### src/rtl/uart_tx_arbiter.sv
// uart_tx_arbiter
// Shares one uart_tx serializer among NReq byte producers. Requesters are chosen
// round-robin. A granted requester keeps the transmitter (packet lock) until it sends
// a byte flagged last or has sent MaxBurst consecutive bytes. A watchdog aborts a frame
// whose done pulse never arrives.
//
// Ports
//   clk_i           system clock
//   rst_ni          synchronous active-low reset
//   req_valid_i     per-requester byte valid
//   req_data_i      per-requester byte, requester i on bits [8i+7:8i]
//   req_last_i      per-requester end-of-packet flag, qualified by valid
//   req_ready_o     one-hot or zero; byte i accepted when valid[i] & ready[i]
//   grant_id_o      index of the current/last granted requester
//   busy_o          high while a byte is being started or sent
//   tx_start_o      one-cycle pulse to uart_tx: load tx_din_o and begin a frame
//   tx_din_o        byte for uart_tx, stable from start until the next accept
//   tx_done_tick_i  one-cycle pulse from uart_tx when the stop bit completes
//   timeout_err_o   one-cycle pulse when the watchdog aborts a frame
module uart_tx_arbiter #(
    parameter int unsigned NReq     = 4,
    parameter int unsigned MaxBurst = 4,
    parameter int unsigned Timeout  = 200000,
    localparam int unsigned IdxW    = (NReq > 1) ? $clog2(NReq) : 1
) (
    input  logic                clk_i,
    input  logic                rst_ni,
    input  logic [NReq-1:0]     req_valid_i,
    input  logic [8*NReq-1:0]   req_data_i,
    input  logic [NReq-1:0]     req_last_i,
    output logic [NReq-1:0]     req_ready_o,
    output logic [IdxW-1:0]     grant_id_o,
    output logic                busy_o,
    output logic                tx_start_o,
    output logic [7:0]          tx_din_o,
    input  logic                tx_done_tick_i,
    output logic                timeout_err_o
);

    localparam int unsigned BurstW = $clog2(MaxBurst + 1);
    localparam int unsigned WdogW  = (Timeout > 1) ? $clog2(Timeout) : 1;

    typedef enum logic [1:0] {
        StArb,
        StStart,
        StWait
    } state_e;

    state_e            state_q, state_d;
    logic [IdxW-1:0]   rr_ptr_q, rr_ptr_d;
    logic              lock_q, lock_d;
    logic [BurstW-1:0] burst_cnt_q, burst_cnt_d;
    logic [IdxW-1:0]   grant_id_q, grant_id_d;
    logic [7:0]        tx_din_q, tx_din_d;
    logic              last_q, last_d;
    logic [WdogW-1:0]  wdog_q, wdog_d;

    logic              rr_found;
    logic [IdxW-1:0]   rr_idx;
    logic [IdxW-1:0]   rr_cand;
    logic              lock_hit;
    logic [IdxW-1:0]   sel_idx;
    logic              accept;
    logic              wdog_at_max;
    logic [IdxW-1:0]   next_ptr;

    // First valid requester scanning rr_ptr, rr_ptr+1, ... modulo NReq.
    always_comb begin
        rr_found = 1'b0;
        rr_idx   = rr_ptr_q;
        rr_cand  = '0;
        for (int unsigned k = 0; k < NReq; k++) begin
            rr_cand = IdxW'((32'(rr_ptr_q) + k) % NReq);
            if (!rr_found && req_valid_i[rr_cand]) begin
                rr_found = 1'b1;
                rr_idx   = rr_cand;
            end
        end
    end

    // The lock only holds while the locked requester is still offering a byte; otherwise
    // plain round-robin takes over in the same cycle.
    assign lock_hit    = lock_q && req_valid_i[grant_id_q];
    assign sel_idx     = lock_hit ? grant_id_q : rr_idx;
    assign accept      = (state_q == StArb) && rst_ni && (lock_hit || rr_found);
    assign wdog_at_max = (wdog_q == WdogW'(Timeout - 1));
    assign next_ptr    = (grant_id_q == IdxW'(NReq - 1)) ? '0 : grant_id_q + 1'b1;

    always_comb begin
        req_ready_o = '0;
        if (accept) begin
            req_ready_o[sel_idx] = 1'b1;
        end
    end

    always_comb begin
        state_d     = state_q;
        rr_ptr_d    = rr_ptr_q;
        lock_d      = lock_q;
        burst_cnt_d = burst_cnt_q;
        grant_id_d  = grant_id_q;
        tx_din_d    = tx_din_q;
        last_d      = last_q;
        wdog_d      = wdog_q;
        unique case (state_q)
            StArb: begin
                if (lock_q && !lock_hit) begin
                    lock_d = 1'b0;
                end
                if (accept) begin
                    tx_din_d    = req_data_i[{sel_idx, 3'b000} +: 8];
                    grant_id_d  = sel_idx;
                    last_d      = req_last_i[sel_idx];
                    burst_cnt_d = lock_hit ? burst_cnt_q + 1'b1 : BurstW'(1);
                    state_d     = StStart;
                end
            end
            StStart: begin
                wdog_d  = '0;
                state_d = StWait;
            end
            StWait: begin
                wdog_d = wdog_q + 1'b1;
                // Done beats a coincident watchdog expiry.
                if (tx_done_tick_i) begin
                    state_d = StArb;
                    if (last_q || (burst_cnt_q == BurstW'(MaxBurst))) begin
                        lock_d   = 1'b0;
                        rr_ptr_d = next_ptr;
                    end else begin
                        lock_d = 1'b1;
                    end
                end else if (wdog_at_max) begin
                    state_d  = StArb;
                    lock_d   = 1'b0;
                    rr_ptr_d = next_ptr;
                end
            end
            default: begin
                state_d = StArb;
            end
        endcase
    end

    always_ff @(posedge clk_i) begin
        if (!rst_ni) begin
            state_q     <= StArb;
            rr_ptr_q    <= '0;
            lock_q      <= 1'b0;
            burst_cnt_q <= '0;
            grant_id_q  <= '0;
            tx_din_q    <= '0;
            last_q      <= 1'b0;
            wdog_q      <= '0;
        end else begin
            state_q     <= state_d;
            rr_ptr_q    <= rr_ptr_d;
            lock_q      <= lock_d;
            burst_cnt_q <= burst_cnt_d;
            grant_id_q  <= grant_id_d;
            tx_din_q    <= tx_din_d;
            last_q      <= last_d;
            wdog_q      <= wdog_d;
        end
    end

    assign grant_id_o    = grant_id_q;
    assign tx_din_o      = tx_din_q;
    assign busy_o        = (state_q == StStart) || (state_q == StWait);
    assign tx_start_o    = (state_q == StStart);
    assign timeout_err_o = rst_ni && (state_q == StWait) && wdog_at_max && !tx_done_tick_i;

endmodule

### config.mk
export PLATFORM = sky130hd
export DESIGN_NAME = uart_tx_arbiter
export DESIGN_NICKNAME = d
export VERILOG_FILES = /design/src/rtl/uart_tx_arbiter.sv
export SDC_FILE = /design/constraint.sdc
export NUM_CORES = 1
export LEC_CHECK = 0
export CAP_MARGIN = 20
export CELL_PAD_IN_SITES_DETAIL_PLACEMENT = 0
export CELL_PAD_IN_SITES_GLOBAL_PLACEMENT = 2
export CORE_UTILIZATION = 37
export DETAILED_ROUTE_END_ITERATION = 7
export DONT_BUFFER_PORTS = 1
export GPL_ROUTABILITY_DRIVEN = 0
export PLACE_DENSITY = 0.75
export SLEW_MARGIN = 30
export SYNTH_ARGS = -nofsm -noshare
export SYNTH_HDL_FRONTEND = slang
export SYNTH_SLANG_ARGS = --single-unit
### constraint.sdc
create_clock -name clk_i -period 2.8 [get_ports clk_i]
set_input_delay 0.56 -clock clk_i [delete_from_list [all_inputs] [get_ports clk_i]]
set_output_delay 0.56 -clock clk_i [all_outputs]
set_load 0.1 [all_outputs]
# [Word-level counts from Yosys, hierarchy flattened]
# Cells that the tools add are included.
[classes] n_eq_ne=9 addsub=6 reduce_logical=27 magnitude_cmp=7 n_mux=38 shift=1
[op_table] cell="18-bit one-hot mux with 2 select lines" n=1
[op_table] cell="32-bit by 6-bit variable part select with 8-bit output" n=1
[op_table] cell="2-bit two-way mux" n=11
[op_table] cell="18-bit by 1-bit adder with 18-bit output, second input constant" n=1
[op_table] cell="18-bit == test, second input constant" n=1
[op_table] cell="2-bit by 3-bit less-than comparator with 1-bit output, second input constant" n=6
[op_table] cell="1-bit two-way mux" n=15
[op_table] cell="1-bit binary-select mux with 2-bit select" n=6
[op_table] cell="1-bit logical AND" n=11
[op_table] cell="2-bit one-hot mux with 3 select lines" n=1
[op_table] cell="3-bit AND reduction" n=2
[op_table] cell="2-bit nonzero test" n=3
[op_table] cell="1-bit logical NOT" n=5
[op_table] cell="2-bit by 1-bit adder with 2-bit output, second input constant" n=2
[op_table] cell="2-bit adder, second input constant" n=2
[op_table] cell="2-bit == test, second input constant" n=2
[op_table] cell="4-bit two-way mux" n=1
[op_table] cell="2-bit by 1-bit inequality test with 1-bit output, second input constant" n=2
[op_table] cell="2-bit AND reduction" n=2
[op_table] cell="3-bit by 1-bit adder with 3-bit output, second input constant" n=1
[op_table] cell="3-bit == test, second input constant" n=1
[op_table] cell="1-bit logical OR" n=3
[op_table] cell="3-bit two-way mux" n=1
[op_table] cell="3-bit inequality test, second input constant" n=1
[op_table] cell="other kinds (6)" n=6
[totals] inputBits=43 out_inout_bits=17 ff_bits=37

# [Longest topological paths before layout]
# Gate-level depths: netlist (run 1).
[depth] ltp_word=18 depth_mapped=9 depth_no_buf=8

# [Least setup slack after synthesis (run 1)]
# No wires, ideal clock.
[synth_timing] kind="register to output" startpoint="register grant_id_q[0], in the netlist grant_id_o[0]" endpoint="output req_ready_o[0]" t_arrival_ps=3655 path_buffers=1 stages_incl_launch_ff=8 slack_ps=-1415 path_cell_list="dfxtp_1 -> mux2i_1 -> nand3b_1 -> nand2_4 -> mux2_2 -> or2_1 -> buf_6 -> nor2_1"
[synth_via] elab_chain_len=9 word_cells_on_any_way=12
[synth_lines] element="start, declared" line_no="53" source="logic [IdxW-1:0] grant_id_q, grant_id_d;"
[synth_lines] element="start signal, assigned" line_no="160" source="grant_id_q <= grant_id_d;"
[synth_lines] element="1-bit binary-select mux with 2-bit select" line_no="83" source="assign lock_hit = lock_q && req_valid_i[grant_id_q];"
[synth_lines] element="1-bit two-way mux (not written as such)" line_no="83"
[synth_lines] element="1-bit logical AND" line_no="83"
[synth_lines] element="2-bit two-way mux" line_no="84" source="assign sel_idx = lock_hit ? grant_id_q : rr_idx;"
[synth_lines] element="2-bit by 3-bit less-than comparator with 1-bit output (not written as such) or 2-bit by 1-bit greater-or-equal comparator with 1-bit output (tied branches)" line_no="92" source="req_ready_o[sel_idx] = 1'b1;"
[synth_lines] element="1-bit logical AND (not written as such)" line_no="92"
[synth_lines] element="1-bit two-way mux (not written as such)" line_no="92"
[synth_lines] element="1-bit demux with 2-bit select" line_no="92"
[synth_lines] element="4-bit two-way mux (*)" line_no="91" source="if (accept) begin"
[synth_lines] element="end, declared" line_no="31" source="output logic [NReq-1:0] req_ready_o,"
# Every way passes the cells marked *; elsewhere a longest branch is shown, timed or not. The select of a mux whose other input is x is not followed.

# [Worst setup path after layout (run 1)]
# Ends and elaborated chain as after synthesis.

==> metrics.sh, run 1 <==
CORE_AREA_UM2=5920
CTS.SINKS=37
SIGNED_AREA_CHANGE_FROM_THE_SYNTHESIZED_NETLIST_TO_THE_FINAL_LAYOUT_PCT=16.4
R2R.WORST_PATH.CELLS=7
POST_SYNTHESIS_NET_COUNT=299
IO_BUFFERS=0
MAXSLEWVIOLCOUNT=0
GRT_REMAINING_OVERFLOW=0
FINAL.SETUP_SKEW_NS=0.00409
FINALSETUPTNS_NS=0
CP_DATA_REQUIRED_TIME_NS=2.24
DRV.MAX_CAP_VIOLATION_COUNT=0
HOLD_BUFFERS=0
YOSYSWARNINGCOUNT=0
TYPE_OF_DESTINATION_OF_THE_CRITICAL_PATH='output port'
CLK_PATH_BUF_DEPTH=2
FINISH.NET_COUNT=316
SYNTH_CELLS=248
SYNTH_TOP_AREA_SHARE=0.327
ANTENNA_FOUND_INITIAL=0
MIN_TO='burst_cnt_q[0]'
DR_TOTAL_VIAS=1808
SYNTH_XOR_XNOR_AREA_SHARE=0.0541
TOTAL_POWER_AFTER_LAYOUT_mW=2.19
FINALSETUPVIOLATIONS=0
POSTSYNTHREGISTERBITS=37
DRT_FIRST_ITER_VIOLATIONS=57
CLOCK_SLEW_AT_REPORTED_PATH_FFS_NS=0.07
LARGEST_FAMILY_OF_LOGIC_CELLS_BY_SYNTHESIZED_AREA='simple AND/OR/NAND/NOR gates'
LATER_PIN_CLOCK_LATENCY_IN_THE_SKEW_REPORT_NS=0.29
CP_MAX_FO=7
DIE-WIDTH_UM=80.3
FINALCRITICALPERIOD_NS=2.72
CLOCKROOTBUFFER='clkbuf_8'
TOTALWIRELENGTH_UM=4810
MAX_SLEW.WORST_PIN.SLEW_NS=0.980
LARGEST_INCREMENTAL_DELAY_ON_THE_CRITICAL_PATH_NS=0.40
CRITICAL_PATH.TOP_DELAY_FAMILY='simple AND/OR/NAND/NOR gates'
NUMBER_OF_SYNTHESIZED_FLOPS_WITH_AN_ENABLE_PIN=0
TOP_LEVEL_PORTS=60
DRC=0
FINISH.CELL_COUNT_WITHOUT_FILLERS=341
ASYNC_RESET_FF_FRAC=0
FINAL.PERIOD_UTILIZATION=0.972
IR_DROP_mV=0.410
DETAILEDPLACE.WORSTSLACK_NS=0.227
MOST_FREQUENT_CELLS_IN_THE_LAYOUT='33 x dfxtp_1, 25 x mux2i_1, 23 x nor2_1, 18 x nand2_1, 17 x buf_4'
WORST_R2R_STARTPOINT='state_q[1]'
P_LEAK_nW=0.954
POSTSYNTHAREAPERCELL_UM2=9.14
POST_SYNTH_INSTANCE_AREA_UM2=2270
MAX-SLEW-MARGIN-REL=0.346
HOLD-PATH-CELL-COUNT=1
SYNTH_COMPOUND_AREA_FRAC=0.153
HP-CLASS='primary input to register'
ROWS=28
POWER_DENSITY_nW_PER_UM2=830
LAYOUT-DRIVE-GT1-SHARE=0.214
WORST-PATH-BUF-INV=1
YS_TOP_CELLS_BY_AREA='dfxtp_1 33%, mux2i_1 11%, o221ai_2 5.3%'
SYNTH.LIB_CELLS_USED.DISTINCT=48
CTSHTREEMAXLEVEL=2
DRTPASS1ITERATIONS=4
WORSTREG2REGEND='wdog_q[15]'
FIRST_GLOBAL_VIAS=1634
SETUP_SLACK_NS=0.0780
ANTENNA_CELLS_INSERTED=0
CRIT_CHAIN='mux2i_1, nand3b_1, nand2_4, mux2_4, or2_4, nor2_4, buf_12'
MAXIMUM_NUMBER_OF_PINS_ON_ONE_NET_BEFORE_GLOBAL_ROUTE_REPAIR=22
MOST_FREQUENT_STANDARD_CELL_IN_THE_LAYOUT_EXCLUDING_FILL_AND_TAP_CELLS='dfxtp_1'
VERTICAL_EXTENT_OF_THE_DIE_UM=80.3
SYNTH_SIMPLE_GATE_AREA_SHARE=0.223
GLOBAL_ROUTE_WIRE_LENGTH_BEFORE_REPAIR_UM=7960
OUTCOME='completed'
CRITPATHARRIVALTIME_NS=2.16
POSTSYNTH.TOPFLOPCELL='dfxtp_1'
ACHIEVABLE_FREQ_GHz=0.367
ANTENNA_VIOLATING_NETS_POST_ROUTE=0
RSZ_0062_RAISED_AFTER_GLOBAL_ROUTING='no'
MIN-DELAY-START='rst_ni'
FP.DIEAREA_UM2=6440
REG2REG_SETUP_SLACK_NS=0.54
CRIT_PATH_CLASS='register to output port'
SYNTH.LARGEST_AREA_CELL='dfxtp_1'
HOLD_VIOL=0
TRITONCTS.NUM_BUFFERS=5
INITIAL_CORE_UTIL=0.383
DRT-VIAS-PER-INSTANCE=5.30
DP_HPWL_UM=3590
START_KIND='register'
WORST_PATH_MAX_DELAY_CELL='dfxtp_4'
GLOBAL_ROUTE.USAGE.TOTAL=0.160
DRT-WIRELENGTH-PER-CELL_UM=14.1
SEQ_AREA_FRAC_SYNTH=0.327
TRITONCTS='yes'
SYNTHADDERAREAFRAC=0.0442
SYNTH.MUX.AREA_FRACTION=0.130
PLACED_CELLS_INCL_TAPS=332
synth_stat cells (all sizes together) (2+ instances only):
library cell / count
dfxtp: 37
nor2: 27
mux2i: 25
nand2: 19
inv: 13
nand3: 12
a21oi: 11
o21ai: 9
o221ai: 9
ha: 8
xnor2: 8
nand4: 7
nor3: 7
buf: 6
xor2: 6
clkbuf: 5
nand2b: 5
or3: 4
a21boi: 3
nand3b: 3
a41oi: 2
and3: 2
mux2: 2
nor2b: 2
nor3b: 2
nor4: 2
metrics by stage:
stage | hold WS, ns | utilization | area [µm²]
2_1_floorplan | 0.449 | - | 2310
3_3_place_gp | 0.471 | 0.422 | 2500
3_5_place_dp | 0.479 | 0.422 | 2500
4_1_cts | 0.394 | 0.442 | 2620
5_1_grt | 0.406 | 0.446 | 2640
6_report | 0.409 | 0.446 | 2640
power breakdown:
group | total [mW] | internal, mW | switching, mW
clock network | 0.447 | 0.255 | 0.193
logic | 0.809 | 0.286 | 0.522
registers | 0.934 | 0.599 | 0.335
per-layer routing:
| layer | share of wire | routed length [µm] | global-route usage | vias up |
|---|---|---|---|---|
| met5 | 0 | 0 | 0 | - |
| met3 | 0.071 | 340 | 0.0545 | 6 |
| met4 | 0.015 | 70 | 0.0536 | 0 |
| met1 | 0.50 | 2410 | 0.220 | 825 |
| met2 | 0.41 | 1980 | 0.232 | 54 |
| li1 | - | - | - | 923 |
how the worst max path moves through the flow:
stage / startpoint / cells past startpoint / to / slack, ns
2_1_floorplan: grant_id_o[0] / 7 / req_ready_o[0] / -0.02
3_3_place_gp: req_valid_i[3] / 7 / req_ready_o[0] / 0.24
3_5_place_dp: req_valid_i[3] / 7 / req_ready_o[0] / 0.23
4_1_cts: rr_ptr_q[0] / 7 / req_ready_o[0] / 0.06
5_1_grt: grant_id_o[0] / 7 / req_ready_o[0] / 0.0005
6_report: grant_id_o[0] / 7 / req_ready_o[0] / 0.08
logic make-up (layout without fill, tap and decap cells):
logic type / Yosys count / after routing
DFF: 37 / 37
xor gates and xnor gates: 14 / 14
muxes: 28 / 28
AOI/OAI and AO/OA: 40 / 40
buffers and inverters: 24 / 42
adders and majority gates: 8 / 8
and+or+nand+nor: 97 / 97
flip-flops by register name, summed over array words and instances (netlist names):
register	count
burst_cnt_q	3
grant_id_o	2
last_q	1
lock_q	1
rr_ptr_q	2
state_q	2
tx_din_o	8
wdog_q	18
timing repair:
item | CTS | global route
endpoints found under the setup margin | 4 | 5
buffers inserted | 0 | 1
gates resized for setup | 2 | 4
layout make-up:
cell class                      count  area [µm²]
Fill cell                         593        3280
Multi-Input combinational cell    187        1430
Sequential cell                    37         751
Timing Repair Buffer               21         208
Clock buffer                        8         111
Tap cell                           75        93.8
Inverter                           13        48.8
(Power assumes the default switching activity.)
==> inputs of run 2 (changes only) <==
--- a/config.mk
+++ b/config.mk
@@ -11,9 +11,9 @@
 export CORE_UTILIZATION = 37
 export DETAILED_ROUTE_END_ITERATION = 7
 export DONT_BUFFER_PORTS = 1
-export GPL_ROUTABILITY_DRIVEN = 0
 export PLACE_DENSITY = 0.75
 export SLEW_MARGIN = 30
 export SYNTH_ARGS = -nofsm -noshare
 export SYNTH_HDL_FRONTEND = slang
 export SYNTH_SLANG_ARGS = --single-unit
+export TNS_END_PERCENT = 100
==> results of run 2 <==
Same layout as run 1: the final DEF is identical, and so are final timing and power.
